**config.mk**
```make
export PLATFORM = sky130hd
export DESIGN_NAME = dram_word_master
export DESIGN_NICKNAME = d
export VERILOG_FILES = /design/src/rtl/dram_word_master.sv
export SDC_FILE = /design/constraint.sdc
export NUM_CORES = 1
export LEC_CHECK = 0
export ABC_CLOCK_PERIOD_IN_PS = 2470
export BUFFER_PORTS_ARGS = -buffer_cell sky130_fd_sc_hd__buf_2
export CORE_ASPECT_RATIO = 0.8
export CORE_UTILIZATION = 49
export DETAILED_ROUTE_END_ITERATION = 8
export PLACE_DENSITY = 0.76
export SYNTH_ARGS = -nofsm -noshare
export SYNTH_HDL_FRONTEND = slang
export SYNTH_SLANG_ARGS = --single-unit
```
**constraint.sdc**
```tcl
create_clock -name clk -period 2.47 [get_ports clk]
set_clock_uncertainty 0.05 [all_clocks]
set_input_delay 0.494 -clock clk [delete_from_list [all_inputs] [get_ports clk]]
set_output_delay 0.494 -clock clk [all_outputs]
set_load 0.01 [all_outputs]
```
**src/rtl/dram_word_master.sv**
```systemverilog
// Byte-serial DRAM initiator: turns one byte/half/word load or store into 1, 2 or 4
// little-endian byte accesses. Define ALIGN_CHECK_EN to reject misaligned half/word requests.
module dram_word_master #(
  parameter int ADDR_WIDTH = 32
) (
  input  logic                  clk,
  input  logic                  rst_n,
  input  logic                  req_valid,
  output logic                  req_ready,
  input  logic                  req_we,
  input  logic [1:0]            req_size,
  input  logic [ADDR_WIDTH-1:0] req_addr,
  input  logic [31:0]           req_wdata,
  output logic                  resp_valid,
  output logic [31:0]           resp_rdata,
  output logic                  resp_err,
  output logic [ADDR_WIDTH-1:0] mem_addr,
  output logic [7:0]            mem_wdata,
  output logic                  mem_we,
  input  logic [7:0]            mem_rdata,
  output logic [1:0]            dbg_state
);

  typedef enum logic [1:0] {
    IDLE = 2'd0,
    XFER = 2'd1,
    DONE = 2'd2
  } state_t;

  state_t                state_q, state_d;
  logic                  we_q;
  logic [1:0]            last_q;
  logic [1:0]            k_q;
  logic [1:0]            k_nxt;
  logic [ADDR_WIDTH-1:0] base_q;
  logic [31:0]           wdata_q;
  logic [31:0]           buf_q;
  logic                  err_q;
  logic [ADDR_WIDTH-1:0] mem_addr_q;
  logic [7:0]            mem_wdata_q;
  logic                  mem_we_q;
  logic [1:0]            size_last;
  logic                  reject;

  // Handshake: a request transfers on a posedge where req_valid && req_ready; the
  // request fields are sampled on that edge only. resp_valid is a one-cycle pulse
  // with no back-pressure.
  assign size_last = (req_size == 2'd0) ? 2'd0 : (req_size == 2'd1) ? 2'd1 : 2'd3;
  assign k_nxt     = k_q + 2'd1;

`ifdef ALIGN_CHECK_EN
  assign reject = ((req_size == 2'd1) && req_addr[0]) ||
                  (req_size[1] && (req_addr[1:0] != 2'b00));
`else
  assign reject = 1'b0;
`endif

  always_ff @(posedge clk or negedge rst_n) begin
    if (!rst_n) state_q <= IDLE;
    else        state_q <= state_d;
  end

  always_comb begin
    state_d = state_q;
    case (state_q)
      IDLE:    if (req_valid) state_d = reject ? DONE : XFER;
      XFER:    if (k_q == last_q) state_d = DONE;
      DONE:    state_d = IDLE;
      default: state_d = IDLE;
    endcase
  end

  // DRAM-side outputs are registered one cycle ahead so they hold steady across the
  // negedge where the DRAM commits a write.
  always_ff @(posedge clk or negedge rst_n) begin
    if (!rst_n) begin
      we_q        <= 1'b0;
      last_q      <= 2'd0;
      k_q         <= 2'd0;
      base_q      <= '0;
      wdata_q     <= 32'h0;
      buf_q       <= 32'h0;
      err_q       <= 1'b0;
      mem_addr_q  <= '0;
      mem_wdata_q <= 8'h00;
      mem_we_q    <= 1'b0;
    end else begin
      case (state_q)
        IDLE: begin
          if (req_valid) begin
            we_q    <= req_we;
            last_q  <= size_last;
            base_q  <= req_addr;
            wdata_q <= req_wdata;
            k_q     <= 2'd0;
            buf_q   <= 32'h0;
            err_q   <= reject;
            if (!reject) begin
              mem_addr_q  <= req_addr;
              mem_we_q    <= req_we;
              mem_wdata_q <= req_we ? req_wdata[7:0] : 8'h00;
            end
          end
        end
        XFER: begin
          if (!we_q) buf_q[{k_q, 3'b000} +: 8] <= mem_rdata;
          k_q <= k_nxt;
          if (k_q == last_q) begin
            mem_addr_q  <= '0;
            mem_wdata_q <= 8'h00;
            mem_we_q    <= 1'b0;
          end else begin
            mem_addr_q  <= base_q + {{(ADDR_WIDTH-2){1'b0}}, k_nxt};
            mem_wdata_q <= we_q ? wdata_q[{k_nxt, 3'b000} +: 8] : 8'h00;
            mem_we_q    <= we_q;
          end
        end
        default: ;
      endcase
    end
  end

  assign req_ready  = (state_q == IDLE);
  assign resp_valid = (state_q == DONE);
  assign resp_rdata = (state_q == DONE) ? buf_q : 32'h0;
  assign resp_err   = (state_q == DONE) && err_q;
  assign mem_addr   = mem_addr_q;
  assign mem_wdata  = mem_wdata_q;
  assign mem_we     = mem_we_q;
  assign dbg_state  = state_q;

endmodule
```
==> impl_metrics.ini, run 1 <==
[die]
initial_core_util = 0.502
die_w_um = 134
die_h_um = 107
dieArea_sq_um = 14300
rows = 38
coreArea_sq_um = 13600
io_pins = 156

[global_routing]
grt_max_degree = 63
grt_pass1_vias = 5248
grt_pass1_wl_mm = 27.1
grt_use_total = 0.244
gr-total-overflow = 0
antenna_found_initial = 1

[sta]
min_period_ns = 2.31
rsz0062_at_grt = false
hold_viol = 0
worst_pin_slew_ns = 0.639
max_freq_mhz = 433
drv_slew = 0
fin_crit_sh = 0.934
final-setup-viol-count = 0
relSlewSlack = 0.574

[clock_network]
cts_tree = built
cts-htree-levels = 4
cts.sinks = 144
numCtsBuffers = 17
cts_buffer_depth = 2
clock_latency_ns = 0.42
root_buffer = clkbuf_16
clkTransAtPathRegs_ns = 0.06

[drt]
vias_per_cell = 5.16
postRouteAntennaNets = 0
drtIter0Drc = 329
wl_per_cell_um = 15.4
first_pass_iters = 4
drt-total-wl_mm = 16.4
drc_errors = 0
vias = 5501

[setup_path]
cp.arrival_ns = 2.57
reg2reg_to = mem_addr[30]$_DFFE_PN0P_
required_ns = 2.73
reg2reg_depth = 9
crit_fanout = 6
slowest_stage = fa_2
path_cells = inv_1, ha_1, inv_1, fa_2, nor3_2, buf_4, nand4_1, mux2i_1, a221oi_1
path_class = flop to flop
timing.rr.start = k_q[1]$_DFFE_PN0P_
endpoint_kind = flop
critPathBufInv = 3
r2r_slack_ns = 0.16
cp_top_family = adder cells
max_stage_delay_ns = 0.42
crit_top_cell = inv_1
start_kind = flop

[synthesis]
syn_area_per_cell_sq_um = 9.41
synth_cell_types = 47
ys_seq_area_frac = 0.530
syn-cell-area_sq_um = 6800
ys_ff_latch = 144
syn_nets = 807
synth_flop_cell = dfrtp_1
async_flop_share = 1.00
synth_warnings = 0
synth_edf_count = 0
syn_inst = 722

[hold_path]
hp-start = req_wdata[26]
whs_path_depth = 3
min_to = wdata_q[26]$_DFFE_PN0P_
hold_class = primary input to flop

[final_layout]
nNetsFinal = 961
syn_to_final_growth_pct = 24.6
diodes = 0
layout_common_cells = nand2_1 (282), buf_2 (153), dfrtp_1 (144), and2_1 (36), o21ai_1 (29)
layout_commonest_cell = nand2_1
final_cells = 1067
drive_gt1_frac = 0.258
fin_area_sq_um = 8470

[run_status]
status = complete, no violations

[power]
pwr_density_cell_nw_per_um2 = 1230
power_mw = 10.4
p_leak_nw = 4.28
peakVddDrop_mv = 0.604

[placement]
place_congestion = 0.802
dp_cells = 1035
port_buffers = 154
dpl_cell_area_sq_um = 7820
dpl.hpwl_mm = 11.5

[job]
cap_viol_max_count = 0
-- worst max path at each step --
stage                                   from                       end  slack (ns)  cells after the start
after floorplan           k_q[0]$_DFFE_PN0P_  mem_addr[30]$_DFFE_PN0P_        0.05                      8
after global placement    k_q[0]$_DFFE_PN0P_  mem_addr[21]$_DFFE_PN0P_        0.03                      8
after detailed placement  k_q[0]$_DFFE_PN0P_  mem_addr[21]$_DFFE_PN0P_       -0.04                      8
after CTS                 k_q[1]$_DFFE_PN0P_  mem_addr[30]$_DFFE_PN0P_        0.01                      9
after global routing      k_q[1]$_DFFE_PN0P_  mem_addr[30]$_DFFE_PN0P_        0.02                      9
final                     k_q[1]$_DFFE_PN0P_  mem_addr[30]$_DFFE_PN0P_        0.16                      9
-- metal layers --
layer	part of all wire	track usage
met1	0.48	0.354
met4	0.0095	0.0674
met5	0	0
met3	0.058	0.0508
met2	0.45	0.372
-- worst register-to-register path: cells and delay by family (launching register included) --
kind | cells | cell delay (ns)
AOI/OAI and AO/OA | 1 | 0.21
adders and majority gates | 2 | 0.76
buffers and inverters | 3 | 0.35
DFF | 1 | 0.34
muxes | 1 | 0.15
and+or+nand+nor | 2 | 0.34
-- cell usage after synthesis, types with 2 or more instances --
cell type  number  area, sq um
nand2_1       282         1060
xor2_1         26          228
clkbuf_1       25         93.8
buf_2          10         50.1
nor3_2          2         20.0
and4_1          6         52.6
nand2b_1        3         18.8
a21o_1          2         15.0
nand3_1         8         40.0
a22o_1         17          149
xnor2_1         4         35.0
and3_1          4         25.0
nor3_4          2         32.5
o21ai_0         5         25.0
buf_1           4         15.0
nand4_1        13         81.3
o211ai_1       28          210
inv_1           9         33.8
ha_1            6         75.1
a21oi_1         3         15.0
and2_1         36          225
nor2_1         10         37.5
a22oi_1         8         60.1
nor2b_1         4         25.0
o21ai_2         3         26.3
nor4_1          2         12.5
dfrtp_1       144         3600
o21ai_1        30          150
mux4_2          8          180
-- stage by stage --
stage	worst slack, ns	hold slack, ns	setup TNS (ns)	util
after detailed placement	-0.0398	0.405	-0.122	0.577
final	0.162	0.217	0	0.625
after global routing	0.0182	0.214	0	0.625
after CTS	0.0141	0.202	0	0.623
after global placement	0.0272	0.404	0	0.577
after floorplan	0.0489	0.148	0	-
-- state kept, by name (all words and copies together), names as in the netlist --
signal     flops
we_q           1
k_q            2
mem_addr      32
mem_wdata      8
base_q        32
dbg_state      2
buf_q         32
last_q         2
mem_we         1
wdata_q       32
-- power breakdown --
| part | internal [mW] | switching, mW | leakage, nW |
|---|---|---|---|
| clock | 1.66 | 0.965 | 0.283 |
| combinational | 1.53 | 2.26 | 2.14 |
| sequential | 3.29 | 0.730 | 1.85 |
| total | 6.47 | 3.95 | 4.28 |
-- timing repair --
item / CTS / global route
gates cloned: 0 / 0
endpoints found under the setup margin: 11 / 10
hold buffers: 1 / 0
buffers inserted: 0 / 1
resized for setup: 2 / 1
endpoints found under the hold margin: 43 / 0
pin swaps: 0 / 2
-- kinds of logic after synthesis --
kind of cell	Yosys count	share of synthesized area
other	1	0.000552
AO/OA/AOI/OAI	101	0.102
adder cells (fa/ha/maj)	7	0.0140
AND/OR/NAND/NOR	380	0.256
XOR/XNOR	30	0.0387
multiplexers	9	0.0280
buffers and inverters	50	0.0311
flip-flops	144	0.530
-- layout make-up --
cell class	count	area, sq um
repair buffers	176	982
fillers	1151	5080
multi-input cells	528	3020
flip-flops and latches	144	3600
clock inverters	9	134
clock buffers	21	470
well taps	180	225
inverters	9	33.8
No activity file was read; power rests on OpenSTA's default activity.
==> run 2, diff against run 1 <==
==> config.mk (replaced) <==
export PLATFORM = sky130hd
export DESIGN_NAME = dram_word_master
export DESIGN_NICKNAME = d
export VERILOG_FILES = /design/src/rtl/dram_word_master.sv
export SDC_FILE = /design/constraint.sdc
export NUM_CORES = 1
export LEC_CHECK = 0
export ABC_CLOCK_PERIOD_IN_PS = 2000
export BUFFER_PORTS_ARGS = -buffer_cell sky130_fd_sc_hd__buf_2
export CORE_ASPECT_RATIO = 0.8
export CORE_UTILIZATION = 39
export DETAILED_ROUTE_END_ITERATION = 8
export SYNTH_ARGS = -nofsm -noshare
export SYNTH_HDL_FRONTEND = slang
export SYNTH_SLANG_ARGS = --single-unit
==> constraint.sdc (replaced) <==
create_clock -name clk -period 2 [get_ports clk]
set_clock_uncertainty 0.05 [all_clocks]
set_input_delay 0.4 -clock clk [delete_from_list [all_inputs] [get_ports clk]]
set_output_delay 0.4 -clock clk [all_outputs]
set_load 0.01 [all_outputs]
==> run 2 against run 1 <==
Net effect: the flow now finishes with violations (setup timing); wire length increased by 8.4%; largest cell class unchanged; first-iteration DRC count decreased by 9.4%; clock power increased by 28%; design area increased by 7.0%; global-route usage decreased by 3.7 points; highest routed layer unchanged.
==> impl_metrics.ini, run 2 (synthesized netlist as in run 1, its figures left out) <==
[placement]
place_congestion = 0.781
dpl.hpwl_mm = 12.2
place_ws_ns = -0.444
port_buffers = 154
dpl_cell_area_sq_um = 8090
dp_cells = 1094

[die]
rows = 42
dieArea_sq_um = 18000
io_pins = 156
coreArea_sq_um = 16800
initial_core_util = 0.404
die_w_um = 150
die_h_um = 120

[sta]
rsz0062_at_grt = true
tns_ns = -2.26
fin_crit_sh = 1.08
min_period_ns = 2.17
max_freq_mhz = 462
drv_slew = 0
relSlewSlack = 0.573
setup_slack_ns = -0.166
final-setup-viol-count = 39
hold_viol = 0
worst_pin_slew_ns = 0.640

[final_layout]
layout_commonest_cell = nand2_1
layout_common_cells = nand2_1 (282), dfrtp_1 (141), buf_2 (141), buf_4 (38), o21ai_1 (29)
syn_to_final_growth_pct = 33.3
drive_gt1_frac = 0.313
fin_area_sq_um = 9060
nFillCells = 1585
utilization = 0.539
final_cells = 1139
nNetsFinal = 990

[clock_network]
numCtsBuffers = 17
cts.sinks = 144
cts_tree = built
cts-htree-levels = 4
clock_latency_ns = 0.42
cts_buffer_depth = 2
root_buffer = clkbuf_16
clkTransAtPathRegs_ns = 0.06

[hold_path]
hp-start = req_wdata[20]
hold_class = primary input to flop

[drt]
vias_per_cell = 4.92
vias = 5600
wl_per_cell_um = 15.6
drt-total-wl_mm = 17.8
drc_errors = 0
first_pass_iters = 5
drtIter0Drc = 298
postRouteAntennaNets = 0

[setup_path]
path_class = flop to flop
endpoint_kind = flop
cp.arrival_ns = 2.46
slowest_stage = dfrtp_2
timing.rr.start = k_q[0]$_DFFE_PN0P_
start_kind = flop
required_ns = 2.29
crit_top_cell = buf_4
max_stage_delay_ns = 0.40
crit_fanout = 4
worstSetupStartpoint = k_q[0]$_DFFE_PN0P_
path_cells = inv_2, buf_4, ha_2, inv_1, fa_2, buf_4, nor4_4, nand4_1, xor2_1, o211ai_1

[power]
switching_share = 0.373
seq_power_share = 0.357
peakVddDrop_mv = 0.766
internal_power_mw = 8.58
p_sw_mw = 5.10
pwr_density_cell_nw_per_um2 = 1510
p_comb_frac = 0.398
clkPwrFrac = 0.245
p_leak_nw = 4.51

[global_routing]
grt_pass1_wl_mm = 28.6
grt_pass1_vias = 5414
grt_max_degree = 45
gr-total-overflow = 0
antenna_found_initial = 0
grt_use_total = 0.207

[run_status]
violations = setup timing
status = finished with violations

[job]
cap_viol_max_count = 0
==> run 2: layer usage <==
metal,track usage,vias up,part of all wire
met4,0.0663,0,0.011
met5,0,-,0
met3,0.0471,19,0.054
met2,0.297,162,0.43
li1,-,2784,-
met1,0.307,2635,0.51
==> run 2: worst paths after layout <==
kind	end	slack, ns	cells past startpoint
setup reg to reg	mem_addr[16]$_DFFE_PN0P_	-0.17	10
hold / removal	wdata_q[20]$_DFFE_PN0P_	0.11	3
hold reg to reg	wdata_q[30]$_DFFE_PN0P_	0.42	2
min in group asynchronous	mem_addr[9]$_DFFE_PN0P_	0.44	2
max in group asynchronous	wdata_q[26]$_DFFE_PN0P_	0.82	3
setup / recovery	mem_addr[16]$_DFFE_PN0P_	-0.17	10
==> run 2: repair_timing <==
item / 4_1_cts / 5_1_grt
endpoints found under the setup margin: 59 / 38
hold buffers: 1 / 0
gates resized for setup: 14 / 30
pin swaps: 5 / 12
setup buffers: 7 / 1
cloned: 0 / 3
endpoints found under the hold margin: 40 / 0
==> run 2: critical path, delay by kind of cell, from the launching register on <==
kind	cells	cell delay, ns
compound gates	1	0.15
xor+xnor	1	0.16
fa+ha+maj	2	0.55
buf+inv	4	0.41
flops	1	0.40
simple gates	2	0.37
==> run 2: cell type report <==
| cell class | instances | area, sq um | share of cell area |
|---|---|---|---|
| diodes | 1 | 2.50 | 0.000276 |
| clock buffers | 24 | 502 | 0.0554 |
| clock inverters | 8 | 125 | 0.0138 |
| inverters | 9 | 36.3 | 0.00400 |
| multi-input cells | 528 | 3120 | 0.344 |
| flip-flops and latches | 144 | 3610 | 0.398 |
| well taps | 220 | 275 | 0.0304 |
| repair buffers | 205 | 1390 | 0.154 |
==> run 2: power groups by stage <==
stage	clock network [mW]	registers (mW)	logic, mW
final	3.35	4.89	5.44
after global routing	3.55	5.03	6.08
after CTS	3.42	4.88	5.40
after detailed placement	0	4.92	5.13
after global placement	0	4.92	5.06
after floorplan	0	4.94	3.09
==> run 2: per-stage QoR <==
step                      hold slack, ns  total power, mW
final                              0.111             13.7
after global routing               0.111             14.7
after CTS                         0.0936             13.7
after detailed placement           0.321             10.1
after global placement             0.323             9.98
after floorplan                   0.0544             8.04
==> run 3, diff against run 2 <==
==> constraint.sdc (replaced) <==
create_clock -name clk -period 2 [get_ports clk]
set_clock_uncertainty 0.05 [all_clocks]
set_input_delay 0.3 -clock clk [delete_from_list [all_inputs] [get_ports clk]]
set_output_delay 0.3 -clock clk [all_outputs]
set_load 0.01 [all_outputs]
==> run 3 against run 2 <==
Net effect: the run still ends with setup timing left; die area unchanged; sequential share of layout area decreased by 0.65 points; register-to-register slack about the same; wire length grew 0.26%; critical path type unchanged; fmax shrank 0.60%; clock power is 3% higher; total power rose by 2.0%; non-clock buffer count up 5; sequential power about the same; sequential cell count stayed put.
==> impl_metrics.ini, run 3 (synthesized netlist as in run 1, its figures left out) <==
[sta]
rsz0062_at_grt = true
fin_crit_sh = 1.09
worst_pin_slew_ns = 0.638
min_period_ns = 2.18
max_freq_mhz = 459
setup_slack_ns = -0.179
relSlewSlack = 0.575
final-setup-viol-count = 24
drv_slew = 0
tns_ns = -2.06
hold_viol = 0

[global_routing]
antenna_found_initial = 0
grt_max_degree = 48
grt_use_total = 0.210
grt_pass1_wl_mm = 28.8
grt_pass1_vias = 5548
gr-total-overflow = 0

[setup_path]
crit_fanout = 4
reg2reg_depth = 10
required_ns = 2.28
path_cells = inv_2, ha_4, buf_12, inv_4, fa_2, buf_6, nor4_4, nand2_1, xor2_1, o211ai_1
path_class = flop to flop
endpoint_kind = flop
timing.rr.start = k_q[0]$_DFFE_PN0P_
max_stage_delay_ns = 0.38
start_kind = flop
cp.arrival_ns = 2.46
cp_top_family = adder cells
r2r_slack_ns = -0.18
critPathBufInv = 4
slowest_stage = fa_2
reg2reg_to = mem_addr[12]$_DFFE_PN0P_

[clock_network]
cts-htree-levels = 4
cts_buffer_depth = 2
clock_latency_ns = 0.42
cts_tree = built
root_buffer = clkbuf_16
cts.sinks = 144
clkTransAtPathRegs_ns = 0.06
numCtsBuffers = 17

[die]
die_w_um = 150
die_h_um = 120
io_pins = 156
rows = 42
dieArea_sq_um = 18000
initial_core_util = 0.404
coreArea_sq_um = 16800

[power]
pwr_density_cell_nw_per_um2 = 1520
peakVddDrop_mv = 0.767
power_mw = 14.0
p_leak_nw = 4.57

[final_layout]
syn_to_final_growth_pct = 35.5
drive_gt1_frac = 0.326
layout_common_cells = nand2_1 (280), dfrtp_1 (142), buf_2 (136), buf_4 (34), o21ai_1 (29)
multi_input_area_sq_um = 3160
layout_commonest_cell = nand2_1
utilization = 0.548
nFillCells = 1553
nNetsFinal = 995
regArea_sq_um = 3610
final_cells = 1143

[drt]
postRouteAntennaNets = 0
first_pass_iters = 4
drtIter0Drc = 256
drt-total-wl_mm = 17.8
drc_errors = 0
vias = 5635
wl_per_cell_um = 15.6
vias_per_cell = 4.93

[job]
cap_viol_max_count = 0

[placement]
dp_cells = 1095
port_buffers = 154
place_congestion = 0.790
place_ws_ns = -0.456
dpl.hpwl_mm = 12.3

[hold_path]
min_to = wdata_q[20]$_DFFE_PN0P_
hp-start = req_wdata[20]
whs_path_depth = 3
hold_class = primary input to flop

[run_status]
status = finished with violations
violations = setup timing
run 3: cell count changes in the layout (fill, tap and decap cells not counted), sizes merged:
| cell | change |
|---|---|
| inv | -1 |
| bufinv | +2 |
| clkbuf | -5 |
| buf | +6 |
| clkinv | +2 |
run 3: worst max-delay path by stage:
| stage | startpoint | cells after the start | end | slack, ns |
|---|---|---|---|---|
| 2_1_floorplan | k_q[0]$_DFFE_PN0P_ | 8 | mem_addr[30]$_DFFE_PN0P_ | -0.04 |
| 3_3_place_gp | k_q[0]$_DFFE_PN0P_ | 8 | mem_addr[27]$_DFFE_PN0P_ | -0.34 |
| 3_5_place_dp | k_q[0]$_DFFE_PN0P_ | 8 | mem_addr[31]$_DFFE_PN0P_ | -0.46 |
| 4_1_cts | k_q[0]$_DFFE_PN0P_ | 10 | mem_addr[16]$_DFFE_PN0P_ | -0.25 |
| 5_1_grt | k_q[0]$_DFFE_PN0P_ | 10 | mem_addr[28]$_DFFE_PN0P_ | -0.28 |
| 6_report | k_q[0]$_DFFE_PN0P_ | 10 | mem_addr[12]$_DFFE_PN0P_ | -0.18 |
run 3: repair_timing:
item	CTS	global route
setup buffers	5	8
hold buffers	1	0
endpoints found under the setup margin	59	64
endpoints found under the hold margin	28	0
pin swaps	12	26
resized for setup	20	51
cloned	1	2
run 3: tightest hold or removal path: cells and delay by family:
kind,cells,cell delay [ns]
buffers and inverters,1,0.07
AND/OR/NAND/NOR,2,0.08
run 3: power breakdown:
group	switching [mW]	internal, mW
Clock	1.19	2.26
Combinational	3.11	2.50
Sequential	0.836	4.07
Total	5.13	8.83
run 3: routing by layer:
| layer | share of wire | vias to the layer above | global-route usage |
|---|---|---|---|
| met4 | 0.0041 | 0 | 0.0446 |
| met2 | 0.45 | 132 | 0.313 |
| met1 | 0.50 | 2705 | 0.304 |
| met5 | 0 | - | 0 |
| met3 | 0.048 | 7 | 0.0570 |
| li1 | - | 2791 | - |
run 3: stage by stage:
step / hold WS, ns / area (sq um)
after global placement: 0.165 / 8100
final: 0.0200 / 9210
after global routing: 0.00553 / 9210
after floorplan: -0.0456 / 6830
after CTS: 0.00408 / 8890
after detailed placement: 0.161 / 8100
run 3: cell type report:
type,instances,share of cell area
clock buffer,20,0.0496
multi-input combinational,528,0.343
timing repair buffer,210,0.161
clock inverter,11,0.0202
inverter,9,0.00394
sequential,144,0.392
tap,220,0.0299
antenna,1,0.000272
